===== src/rtl/cpu_ctrl_pkg.sv =====
// Shared definitions for the CPU control unit: opcodes, state encoding, ALU codes, IR fields.
// CTRL_LOGIC_OPS_EN adds the and/xor opcodes to the ALU instruction set.
package cpu_ctrl_pkg;

    typedef enum logic [1:0] {
        StIdle = 2'd0,
        StT1   = 2'd1,
        StT2   = 2'd2,
        StT3   = 2'd3
    } state_e;

    localparam logic [2:0] OpMv  = 3'b000;
    localparam logic [2:0] OpMvi = 3'b001;
    localparam logic [2:0] OpAdd = 3'b010;
    localparam logic [2:0] OpSub = 3'b011;
    localparam logic [2:0] OpAnd = 3'b100;
    localparam logic [2:0] OpXor = 3'b101;

    localparam logic [1:0] AluAdd = 2'b00;
    localparam logic [1:0] AluSub = 2'b01;
    localparam logic [1:0] AluAnd = 2'b10;
    localparam logic [1:0] AluXor = 2'b11;

    localparam int unsigned OpMsb = 8;
    localparam int unsigned OpLsb = 6;
    localparam int unsigned XMsb  = 5;
    localparam int unsigned XLsb  = 3;
    localparam int unsigned YMsb  = 2;
    localparam int unsigned YLsb  = 0;

    // True for opcodes that use the three-step A/G ALU sequence.
    function automatic logic is_alu_op(logic [2:0] op);
`ifdef CTRL_LOGIC_OPS_EN
        return (op == OpAdd) || (op == OpSub) || (op == OpAnd) || (op == OpXor);
`else
        return (op == OpAdd) || (op == OpSub);
`endif
    endfunction

    function automatic logic [1:0] alu_code(logic [2:0] op);
        case (op)
            OpSub:   return AluSub;
`ifdef CTRL_LOGIC_OPS_EN
            OpAnd:   return AluAnd;
            OpXor:   return AluXor;
`endif
            default: return AluAdd;
        endcase
    endfunction

endpackage


===== src/rtl/onehot_dec3to8.sv =====
// 3-to-8 one-hot decoder with enable; output is all zeros when disabled.
module onehot_dec3to8 (
    input  logic [2:0] sel,
    input  logic       en,
    output logic [7:0] onehot
);

    always_comb begin
        onehot = '0;
        if (en) begin
            onehot[sel] = 1'b1;
        end
    end

endmodule


===== src/rtl/cpu_control_unit.sv =====
// Multi-cycle control FSM for the 16-bit CPU datapath (mv, mvi, add, sub; and/xor when
// CTRL_LOGIC_OPS_EN is defined). Controls are combinational from state and IR.
module cpu_control_unit
    import cpu_ctrl_pkg::*;
#(
    parameter int unsigned DATA_W = 16,
    parameter int unsigned IR_W   = 9
) (
    input  logic              clk,
    input  logic              rst,
    input  logic              run,
    input  logic [DATA_W-1:0] din,
    output logic [7:0]        r_in,
    output logic [7:0]        r_out,
    output logic              din_out,
    output logic              a_in,
    output logic              g_in,
    output logic              g_out,
    output logic [1:0]        alu_op,
    output logic              busy,
    output logic              done,
    output logic              illegal
);

    state_e          state_q, state_d;
    logic [IR_W-1:0] ir_q;
    logic [2:0]      opcode, x_sel, y_sel;
    logic [2:0]      rin_sel, rout_sel;
    logic            rin_en, rout_en;

    // Upper din bits carry immediate data only; they never reach the control logic.
    logic unused_din;
    assign unused_din = ^din[DATA_W-1:IR_W];

    assign opcode = ir_q[OpMsb:OpLsb];
    assign x_sel  = ir_q[XMsb:XLsb];
    assign y_sel  = ir_q[YMsb:YLsb];

    always_ff @(posedge clk or posedge rst) begin
        if (rst) begin
            state_q <= StIdle;
            ir_q    <= '0;
        end else begin
            state_q <= state_d;
            if (state_q == StIdle && run) begin
                ir_q <= din[IR_W-1:0];
            end
        end
    end

    always_comb begin
        state_d  = state_q;
        rin_en   = 1'b0;
        rin_sel  = x_sel;
        rout_en  = 1'b0;
        rout_sel = y_sel;
        din_out  = 1'b0;
        a_in     = 1'b0;
        g_in     = 1'b0;
        g_out    = 1'b0;
        alu_op   = AluAdd;
        busy     = 1'b1;
        done     = 1'b0;
        illegal  = 1'b0;

        unique case (state_q)
            StIdle: begin
                busy = 1'b0;
                if (run) begin
                    state_d = StT1;
                end
            end
            StT1: begin
                if (opcode == OpMv) begin
                    rout_en = 1'b1;
                    rin_en  = 1'b1;
                    done    = 1'b1;
                    state_d = StIdle;
                end else if (opcode == OpMvi) begin
                    din_out = 1'b1;
                    rin_en  = 1'b1;
                    done    = 1'b1;
                    state_d = StIdle;
                end else if (is_alu_op(opcode)) begin
                    rout_en  = 1'b1;
                    rout_sel = x_sel;
                    a_in     = 1'b1;
                    state_d  = StT2;
                end else begin
                    illegal = 1'b1;
                    done    = 1'b1;
                    state_d = StIdle;
                end
            end
            StT2: begin
                rout_en = 1'b1;
                g_in    = 1'b1;
                alu_op  = alu_code(opcode);
                state_d = StT3;
            end
            StT3: begin
                g_out   = 1'b1;
                rin_en  = 1'b1;
                done    = 1'b1;
                state_d = StIdle;
            end
            default: state_d = StIdle;
        endcase
    end

    onehot_dec3to8 u_rin_dec (
        .sel    (rin_sel),
        .en     (rin_en),
        .onehot (r_in)
    );

    onehot_dec3to8 u_rout_dec (
        .sel    (rout_sel),
        .en     (rout_en),
        .onehot (r_out)
    );

endmodule

===== config.mk =====
export PLATFORM = sky130hd
export DESIGN_NAME = cpu_control_unit
export DESIGN_NICKNAME = d
export VERILOG_FILES = /design/src/rtl/cpu_ctrl_pkg.sv /design/src/rtl/onehot_dec3to8.sv /design/src/rtl/cpu_control_unit.sv
export SDC_FILE = /design/constraint.sdc
export NUM_CORES = 1
export LEC_CHECK = 0
export CAP_MARGIN = 10
export CORE_MARGIN = 8
export CORE_UTILIZATION = 26
export CTS_BUF_LIST = sky130_fd_sc_hd__clkbuf_16
export CTS_CLUSTER_DIAMETER = 50
export DETAILED_ROUTE_END_ITERATION = 8
export HOLD_SLACK_MARGIN = 0.12
export REMOVE_ABC_BUFFERS = 1
export SETUP_SLACK_MARGIN = 0.1
export SKIP_CTS_REPAIR_TIMING = 1
export SYNTH_ARGS = -nofsm -noshare
export SYNTH_HDL_FRONTEND = slang
export SYNTH_HIERARCHICAL = 1
export SYNTH_SLANG_ARGS = --single-unit
export TNS_END_PERCENT = 5

===== constraint.sdc =====
create_clock -name clk -period 1.6 [get_ports clk]
set_input_delay 0.32 -clock clk [delete_from_list [all_inputs] [get_ports clk]]
set_output_delay 0.32 -clock clk [all_outputs]
set_load 0.02 [all_outputs]

==> metrics.txt <==
status complete, but fails checks; failing checks negative setup slack; Worst-Skew Late Latency 0.23 ns; vias in the first global route 735; worst setup margin -0.471 ns; Area Overhead vs Synth 75.8%; post-DP HPWL 1800 µm; Die ar. 0.00526 mm²; synth top area cells dfrtp_1 (33%), mux2_2 (12%), ha_1 (7.5%), and4b_2 (6.8%), and4bb_2 (6.0%); CP max FO 8; initial antenna violation count 0; worst path arrival time roughly 1.8 ns; TritonCTS Buffers 3; final core occ 47.8%; Reg2Reg Setup Slack around 0.16 ns; DR iter-0 viols 25; final setup vio count 21; gp weighted congestion 0.703; Final Cycle Share 129%; CP startpoint kind flip-flop; number of synthesized register bits 11; Post-Synthesis Cells 69; Total Routing Usage GR 8.25%; mean post-synth cell area 12.0 µm²; drt total wl 2240 µm; Leak 0.715 nW; largest net degree at the start of global routing 12; crit path capture type primary output; area fraction of the dominant cell type after synthesis roughly a third; sequential share of the synthesized area 33.1%; Max Fclk ~480 MHz; Residual DRC 0; first-pass GRT wire length 3460 µm; CTS tree yes; Synth cell types 29; Max rail drop VDD 897 µV; die width 72.5 µm; Synth Cell Area 831 µm²; Avg WL per Cell 13.3 µm; clock tree buffer depth 2; RSZ-0062 raised after global routing yes; MaxCap Viol Count 0; share of cells above drive strength 1 67.2%; Req. time, crit path between 1 and 1.5 ns; Final Critical Period 2.07 ns; filler instances slightly above 300; Final Hold Vio Count 0; # rows 20; Max H-tree Level 1; ys async rst share 100%; Nets 150; Power Dens Cells 1960 mW/mm²; ys flop type dfrtp_1; effective utilization at floorplan 27.2%; I/O Buffers 35; Ant. Diodes 0; clock sink total 11; Yosys top cell by area dfrtp_1; core area 0.00305 mm²; antenna viol nets, final 0; clock skew 0.00105 ns; kind of critical path reg2out; min-delay worst type in2async; first-pass detailed-route iteration total 2; Pins Over Slew Limit 0; clock-pin transition on the worst setup and hold timing paths 0.04 ns; Post-synth EDFFs 0; Avg Vias per Cell 4.33; Remaining Overflow, GRT 0; via count 732; YS warnings 6; total power draw 2.86 mW; I/O pin cnt 44; root buf cell clkbuf_16; Vert. Die Dim 72.5 µm
==> path summary, 6_finish.rpt <==
kind / from / end / depth (start not counted)
setup / recovery: flip-flop / r_out[0] / 7
hold / removal: rst / ir_q[8] / 2
setup reg to reg: state_q[0] / ir_q[2] / 6
hold reg to reg: ir_q[0] / ir_q[0] / 1
max in group asynchronous: rst / ir_q[1] / 2
min in group clk: ir_q[0] / ir_q[0] / 1
==> critical path, stage by stage (launching register included) <==
cell,delay [ns]
dfrtp_1,0.38
inv_2,0.08
ha_4,0.15
nand2_4,0.05
inv_4,0.07
mux2_4,0.34
nor4b_4,0.26
buf_4,0.17
==> cells in the mapped netlist (all sizes together) (2+ instances only) <==
| cell | number |
|---|---|
| and4bb | 6 |
| dfrtp | 11 |
| and4 | 2 |
| and2 | 2 |
| ha | 5 |
| inv | 7 |
| nor3 | 2 |
| nand2 | 2 |
| nor4b | 2 |
| and4b | 6 |
| nor2b | 2 |
| mux2 | 12 |
==> layout make-up <==
cell class	instances	area, µm²	area share (%)
sequential	11	275	18.9
timing repair buffer	53	428	29.3
inverter	7	31.3	2.14
clock inverter	1	3.75	0.257
clock buffer	3	75.1	5.14
tap	44	55.1	3.77
multi-input combinational	50	592	40.5
==> routing by layer <==
metal | global-route usage [%] | vias to the layer above | share of wire (%)
met1 | 9.89 | 334 | 46
met3 | 3.03 | 5 | 8.0
li1 | - | 369 | -
met5 | 0 | - | 0
met2 | 12.9 | 24 | 45
met4 | 3.33 | 0 | 1.2
==> logic make-up after synthesis <==
logic type / share of synthesized area (%)
other: 0.451
AO/OA/AOI/OAI: 4.82
flip-flops: 33.1
adder cells (fa/ha/maj): 7.53
multiplexers: 17.6
buffers and inverters: 4.37
AND/OR/NAND/NOR: 32.1
==> cells in the final DEF (no fill, tap or decap), drive strengths merged <==
| cell type | n |
|---|---|
| a21oi | 1 |
| and3 | 1 |
| nor4b | 2 |
| mux2 | 12 |
| o21ai | 1 |
| a211oi | 1 |
| dfrtp | 11 |
| clkdlybuf4s50 | 11 |
| clkbuf | 10 |
| o31ai | 1 |
| nand2 | 2 |
| inv | 8 |
| buf | 34 |
| o21a | 1 |
| and4 | 2 |
| conb | 1 |
| nor2b | 2 |
| and2 | 2 |
| o21bai | 1 |
| dlymetal6s2s | 1 |
| or2 | 1 |
| and4bb | 6 |
| and4b | 6 |
| ha | 5 |
| nor3 | 2 |
==> sequential cells by signal (all words and copies together) (netlist names), named ones only <==
register / count
ir_q: 9
state_q: 1
==> through the flow <==
stage               area [µm²]  cells  TNS, ns  setup slack [ns]  hold slack, ns
global route              1460    169    -8.39            -0.545           0.410
floorplan                  823     68    -3.16            -0.435           0.172
detailed placement        1360    165   -13.81            -0.822           0.496
finish                    1460    169    -7.27            -0.471           0.372
global placement          1360    165   -13.13            -0.757           0.492
CTS                       1440    169   -20.16             -1.09           0.391
==> report_power, final <==
part	switching [mW]	leakage, nW	internal (mW)	total [mW]
registers	0.0981	0.131	0.422	0.520
logic	0.913	0.542	0.982	1.90
clock network	0.113	0.0423	0.327	0.440
total	1.12	0.715	1.73	2.86
Note: power is estimated with default switching activity, not from simulation.
